==> src/rtl/adc_multich_access_counter_if.sv <==
// BRAM port snooped by the multi-channel ADC consumer tracker.
// The PS-side BRAM controller drives it; the tracker only listens.
interface adc_multich_access_counter_if #(
  parameter int BRAM_ADDR_BITS = 32
);
  logic [BRAM_ADDR_BITS-1:0] bram_addr;
  logic                      en;
  logic [3:0]                we;

  modport master (output bram_addr, en, we);
  modport slave  (input  bram_addr, en, we);
endinterface

==> src/rtl/adc_multich_access_counter.sv <==
// Per-channel consumer pointer, fill level, irq and overrun tracker.
// Optional ADC_ACCESS_SEQ_CHECK_EN adds a sticky non-sequential-read flag.
module adc_multich_access_counter #(
  parameter int ADC_BITS       = 10,
  parameter int CH_BITS        = 2,
  parameter int NUM_CH         = 4,
  parameter int BRAM_ADDR_BITS = 32
) (
  input  logic                       clk,
  input  logic                       reset,
  input  logic [NUM_CH*ADC_BITS-1:0] ADC_buffer_prod_in,
  output logic [NUM_CH*ADC_BITS-1:0] ADC_buffer_cons_out,
  output logic [NUM_CH*ADC_BITS-1:0] ADC_level_out,
  input  logic [ADC_BITS-1:0]        threshold_in,
  input  logic [NUM_CH-1:0]          clear_in,
  output logic [NUM_CH-1:0]          irq_out,
  output logic [NUM_CH-1:0]          overrun_out,
  output logic [NUM_CH-1:0]          seq_err_out,
  adc_multich_access_counter_if.slave bram
);

  typedef logic [ADC_BITS-1:0] ptr_t;

  logic               rd;
  ptr_t               idx;
  logic [CH_BITS-1:0] ch;
  logic               unused_addr;

  assign rd  = bram.en && (bram.we == 4'b0000);
  assign idx = bram.bram_addr[ADC_BITS+1:2];
  assign ch  = bram.bram_addr[ADC_BITS+CH_BITS+1:ADC_BITS+2];
  assign unused_addr = ^{
    bram.bram_addr[BRAM_ADDR_BITS-1:ADC_BITS+CH_BITS+2],
    bram.bram_addr[1:0]};

  ptr_t              cons_q  [NUM_CH];
  ptr_t              prod_q  [NUM_CH];
  ptr_t              level_q [NUM_CH];
  ptr_t              prod_a  [NUM_CH];
  ptr_t              diff    [NUM_CH];
  logic [NUM_CH-1:0] hit;
  logic [NUM_CH-1:0] prod_chg_q;
  logic [NUM_CH-1:0] cons_chg_q;
  logic [NUM_CH-1:0] irq_q;
  logic [NUM_CH-1:0] ovr_q;

  // Channel selects beyond NUM_CH never match, so they leave state alone
  always_comb begin
    for (int c = 0; c < NUM_CH; c++) begin
      hit[c]    = rd && (ch == CH_BITS'(c));
      prod_a[c] = ADC_buffer_prod_in[c*ADC_BITS +: ADC_BITS];
      diff[c]   = prod_q[c] - cons_q[c];
    end
  end

  always_ff @(posedge clk) begin
    if (!reset) begin
      for (int c = 0; c < NUM_CH; c++) begin
        cons_q[c]  <= '0;
        prod_q[c]  <= '0;
        level_q[c] <= '0;
      end
      prod_chg_q <= '0;
      cons_chg_q <= '0;
      irq_q      <= '0;
      ovr_q      <= '0;
    end else begin
      for (int c = 0; c < NUM_CH; c++) begin
        prod_q[c]     <= prod_a[c];
        prod_chg_q[c] <= prod_a[c] != prod_q[c];
        cons_chg_q[c] <= hit[c];
        if (hit[c]) cons_q[c] <= idx + ptr_t'(1);
        level_q[c] <= diff[c];
        irq_q[c]   <= (threshold_in != '0) &&
                      (diff[c] >= threshold_in);
        // Producer landed on the consumer without a read racing it
        ovr_q[c]   <= (prod_chg_q[c] && !cons_chg_q[c] &&
                       (prod_q[c] == cons_q[c])) ||
                      (ovr_q[c] && !clear_in[c]);
      end
    end
  end

  for (genvar g = 0; g < NUM_CH; g++) begin : g_out
    assign ADC_buffer_cons_out[g*ADC_BITS +: ADC_BITS] = cons_q[g];
    assign ADC_level_out[g*ADC_BITS +: ADC_BITS]       = level_q[g];
  end

  assign irq_out     = irq_q;
  assign overrun_out = ovr_q;

`ifdef ADC_ACCESS_SEQ_CHECK_EN
  logic [NUM_CH-1:0] seq_hit_q;
  logic [NUM_CH-1:0] seq_q;

  always_ff @(posedge clk) begin
    if (!reset) begin
      seq_hit_q <= '0;
      seq_q     <= '0;
    end else begin
      for (int c = 0; c < NUM_CH; c++) begin
        seq_hit_q[c] <= hit[c] && (idx != cons_q[c]);
        seq_q[c]     <= seq_hit_q[c] || (seq_q[c] && !clear_in[c]);
      end
    end
  end

  assign seq_err_out = seq_q;
`else
  assign seq_err_out = '0;
`endif

endmodule

==> src/flat_wrapper.sv <==
// flat-port wrapper written by rule: the top's interface ports become plain ports
module adc_multich_access_counter_flat 
#(
  parameter int ADC_BITS       = 10,
  parameter int CH_BITS        = 2,
  parameter int NUM_CH         = 4,
  parameter int BRAM_ADDR_BITS = 32
)
  (clk, reset, ADC_buffer_prod_in, ADC_buffer_cons_out, ADC_level_out, threshold_in, clear_in, irq_out, overrun_out, seq_err_out, bram_bram_addr, bram_en, bram_we);
  adc_multich_access_counter_if #(.BRAM_ADDR_BITS(BRAM_ADDR_BITS)) bram_i ();
  input  logic clk;
  input  logic reset;
  input  logic [NUM_CH*ADC_BITS-1:0] ADC_buffer_prod_in;
  output logic [NUM_CH*ADC_BITS-1:0] ADC_buffer_cons_out;
  output logic [NUM_CH*ADC_BITS-1:0] ADC_level_out;
  input  logic [ADC_BITS-1:0] threshold_in;
  input  logic [NUM_CH-1:0] clear_in;
  output logic [NUM_CH-1:0] irq_out;
  output logic [NUM_CH-1:0] overrun_out;
  output logic [NUM_CH-1:0] seq_err_out;
  input wire logic [$bits(bram_i.bram_addr)-1:0] bram_bram_addr;
  input wire logic [$bits(bram_i.en)-1:0] bram_en;
  input wire logic [$bits(bram_i.we)-1:0] bram_we;
  assign bram_i.bram_addr = bram_bram_addr;
  assign bram_i.en = bram_en;
  assign bram_i.we = bram_we;
  adc_multich_access_counter #(.ADC_BITS(ADC_BITS), .CH_BITS(CH_BITS), .NUM_CH(NUM_CH), .BRAM_ADDR_BITS(BRAM_ADDR_BITS)) u_core (.clk(clk), .reset(reset), .ADC_buffer_prod_in(ADC_buffer_prod_in), .ADC_buffer_cons_out(ADC_buffer_cons_out), .ADC_level_out(ADC_level_out), .threshold_in(threshold_in), .clear_in(clear_in), .irq_out(irq_out), .overrun_out(overrun_out), .seq_err_out(seq_err_out), .bram(bram_i));
endmodule
==> config.mk <==
export PLATFORM = sky130hd
export DESIGN_NAME = adc_multich_access_counter_flat
export DESIGN_NICKNAME = d
export VERILOG_FILES = /design/src/rtl/adc_multich_access_counter_if.sv /design/src/rtl/adc_multich_access_counter.sv /design/src/flat_wrapper.sv
export SDC_FILE = /design/constraint.sdc
export NUM_CORES = 1
export LEC_CHECK = 0
export ABC_AREA = 1
export BUFFER_PORTS_ARGS = -buffer_cell sky130_fd_sc_hd__buf_2
export CAP_MARGIN = 25
export CORE_MARGIN = 2
export CORE_UTILIZATION = 51
export CTS_CLUSTER_SIZE = 8
export DETAILED_ROUTE_END_ITERATION = 6
export PLACE_DENSITY_LB_ADDON = 0.2
export SYNTH_ARGS = -nofsm -noshare
export SYNTH_HDL_FRONTEND = slang
export SYNTH_SLANG_ARGS = --single-unit
==> constraint.sdc <==
create_clock -name clk -period 6.1 [get_ports clk]
set_input_delay 0.915 -clock clk [delete_from_list [all_inputs] [get_ports clk]]
set_output_delay 0.915 -clock clk [all_outputs]
set_load 0.01 [all_outputs]
==> key figures <==
Clock tree
  • CTS tree: built
  • Post-cts hold buffer count: 0
  • Post-CTS sizing: 0
  • Clk slew on worst S/H paths: 0.05 ns
  • CTS Buf Count: 17
  • Clock root buffer: clkbuf_16
  • Worst skew pair latency: 0.43 ns
  • # H-tree levels: 4
  • Deepest clock path buffer count: 2
  • Clock sink total: 136
  • Post-CTS Setup Bufs: 0

Pwr
  • Total power: 2.64 mW
  • Worst vdd ir: 205 uV
  • Leak: 5.49 nW
  • Clock share of power: 0.403
  • Internal power: 1.87 mW
  • Switching Fraction: 0.290
  • Power density cells: 278 nW/um^2
  • Sequential power share: 0.390
  • Net Switching: 0.766 mW
  • Combinational Power Share: 0.207

Critical path
  • Crit Path Max Fanout: 49
  • Worst path most repeated cell: buf_4
  • Cell Chain, Critical Path: buf_2 -> buf_4 -> inv_1 -> buf_4 -> or2_2
  • Reg2reg start: u_core.prod_q[1][0]
  • Req. time, crit path: 6.25 ns
  • Crit-path leading delay family: buffers and inverters
  • Slowest cell on crit path: inv_1
  • Setup CP Type: input port to flop
  • R2R depth: 15
  • Critical path endpoint category: flop
  • R2R Path End: u_core.irq_out[1]
  • Bufs and invs on worst path: 4
  • Crit path DAT: 2.89 ns
  • CP startpoint kind: input port
  • Worst R2R Setup Slack: 3.55 ns
  • Crit-path max cell delay: 0.55 ns

Global routing
  • Largest net degree at the start of global routing: 50
  • Total GRT Usage: 0.249
  • Grt total ovfl: 0
  • Vias in the first global route: 6,546
  • First-pass GRT wire length: 31,600 um
  • Antenna violations before repair: 0

Synth
  • Area contributors post-synth: dfxtp_1 24%, edfxtp_1 15%, ha_1 12%, nand2_1 12%, inv_1 10%
  • Synth Cell Area: 7900 um^2
  • Mapped Cells: 1,064
  • Average cell area after synthesis: 7.42 um^2
  • Seq/Total Area, Yosys: 0.395
  • #FFs+latches synth: 136
  • Synth cell types: 34
  • YS warnings: 0
  • Yosys top cell by area: dfxtp_1
  • Synth top area share: 0.243

Floorplanning
  • Num ports: 185
  • Die Ht: 128 um
  • Initial core utilization: 0.522
  • Row cnt: 45
  • Die Width: 128 um
  • Die area: 16,500 um^2
  • Core Region: 15,100 um^2

Routing
  • 1st-iter DRT viols: 491
  • Vias post-DR: 7,026
  • WL/cell: 13.9 um
  • Routed WL: 20,000 um
  • Post-route ant nets: 0
  • First-pass DRT Iterations: 5
  • Via density: 4.90
  • DRC errors left: 0

Placement
  • Detailed placement HPWL: 15,200 um
  • Cells after DPL: 1,403
  • DP Area: 8890 um^2
  • Pre-CTS WS: 2.91 ns
  • Routability congestion estimate: 0.884
  • I/O Buffers: 160

Run status
  • Status: finished clean

Timing
  • Hold slack: 0.601 ns
  • Clk_skew: 0.00634 ns
  • Final setup TNS: 0 ns
  • Final setup viols: 0
  • Relative slew slack: 0.383
  • Final Hold Fails: 0
  • Final setup margin: 3.36 ns
  • Worst slew pin tran: 0.920 ns
  • Tmin final: 2.74 ns
  • RSZ-0062 raised after global routing: false
  • Fmax: 365 MHz
  • Final slew viol count: 0
  • Crit share post-route: 0.450

Worst hold path
  • Hold Crit Class: flop to flop
  • Hold EP: u_core.overrun_out[2]
  • Hold path startpoint: u_core.overrun_out[2]
  • Hold path depth: 4

Finish
  • Fillers: 1,377
  • Share of layout cells above drive strength 1: 0.168
  • Cell Count, Final, Fillers Out: 1,435
  • Utilization after layout: 0.628
  • Final standard cell area without fillers: 9510 um^2
  • Fin nets: 1,408
  • Inserted Diodes: 0
  • Area delta synth->final: 20.4%

Run
  • Max Cap Viol: 0
## registers in the layout, summed over array words and instances, names as in the netlist
register,cells
u_core.cons_chg_q,4
u_core.prod_chg_q,4
u_core.level_q,40
u_core.cons_q,40
u_core.overrun_out,4
u_core.irq_out,4
u_core.prod_q,40
## worst register-to-register path, cell delays in order, from the launching register on
cell      delay, ns
dfxtp_1        0.30
inv_1          0.11
ha_1           0.16
inv_1          0.07
fa_1           0.41
nand3_1        0.09
nand2_1        0.13
nand3_1        0.13
nand3b_1       0.11
nand2_1        0.15
inv_1          0.06
ha_1           0.17
a21oi_1        0.15
nor2_1         0.05
nor3b_1        0.18
a21oi_1        0.12
## worst max-delay path by stage
stage,startpoint,to,depth (start not counted)
after floorplan,u_core.cons_q[2][0],u_core.irq_out[2],12
after global placement,reset,u_core.cons_q[3][6],5
after detailed placement,reset,u_core.cons_q[2][8],5
after CTS,reset,u_core.cons_q[2][5],5
after global routing,reset,u_core.cons_q[2][3],5
final,reset,u_core.cons_q[0][7],5
## synth_stat cells, drive strengths merged
cell type,instances
a21boi,4
a21o,10
a21oi,46
a31oi,3
buf,10
clkbuf,4
conb,1
dfxtp,96
edfxtp,40
fa,4
ha,77
inv,218
nand2,256
nand3,49
nand3b,1
nand4,9
nor2,153
nor3,13
nor3b,2
o21a,2
o21ai,17
o21bai,4
o22ai,5
or2,5
xnor2,7
xor2,28
## routing by layer
layer  track usage  vias up  part of all wire
li1              -     3634                 -
met4         0.105        0             0.026
met1         0.332     3123              0.46
met3        0.0495       36             0.058
met2         0.398      233              0.45
met5             0        -                 0
## power by group through the flow
stage	Combinational (mW)	Clock [mW]	Sequential, mW
3_3_place_gp	0.529	0	1.05
6_report	0.547	1.06	1.03
2_1_floorplan	0.340	0	1.07
5_1_grt	0.628	1.12	1.04
4_1_cts	0.546	1.08	1.03
3_5_place_dp	0.540	0	1.05
## logic make-up after synthesis
| family | after synthesis | synth area share |
|---|---|---|
| other | 1 | 0.000475 |
| AO/OA/AOI/OAI | 91 | 0.0653 |
| XOR/XNOR | 35 | 0.0398 |
| AND/OR/NAND/NOR | 488 | 0.254 |
| flip-flops | 136 | 0.395 |
| adder cells (fa/ha/maj) | 81 | 0.132 |
| buffers and inverters | 232 | 0.113 |
## cell usage in the layout, fill, tap and decap left out, types with 2 or more instances in the layout
cell type	n
nand3_1	47
inv_1	217
nand2_2	5
a21o_1	10
o22ai_1	5
clkinvlp_4	3
buf_4	2
clkbuf_1	2
o21ai_0	17
fa_1	4
ha_1	77
buf_2	160
xnor2_1	7
nor3b_1	2
a21boi_0	4
clkbuf_16	21
nand2_1	251
xor2_1	27
or2_2	5
nor3_1	12
nor2_1	151
a31oi_1	3
nor2_4	2
a21oi_1	46
o21a_1	2
edfxtp_1	40
dfxtp_1	96
conb_1	4
nand4_1	9
o21bai_1	4
clkinv_2	2
## final cells by class
type | instances | area [um^2] | share of cell area
clock inverters | 8 | 77.6 | 0.00816
inverters | 218 | 818 | 0.0860
repair buffers | 162 | 816 | 0.0858
multi-input cells | 699 | 3890 | 0.409
flip-flops and latches | 136 | 3120 | 0.328
clock buffers | 24 | 547 | 0.0575
well taps | 188 | 235 | 0.0247
Power figures use the tool's default switching activity.
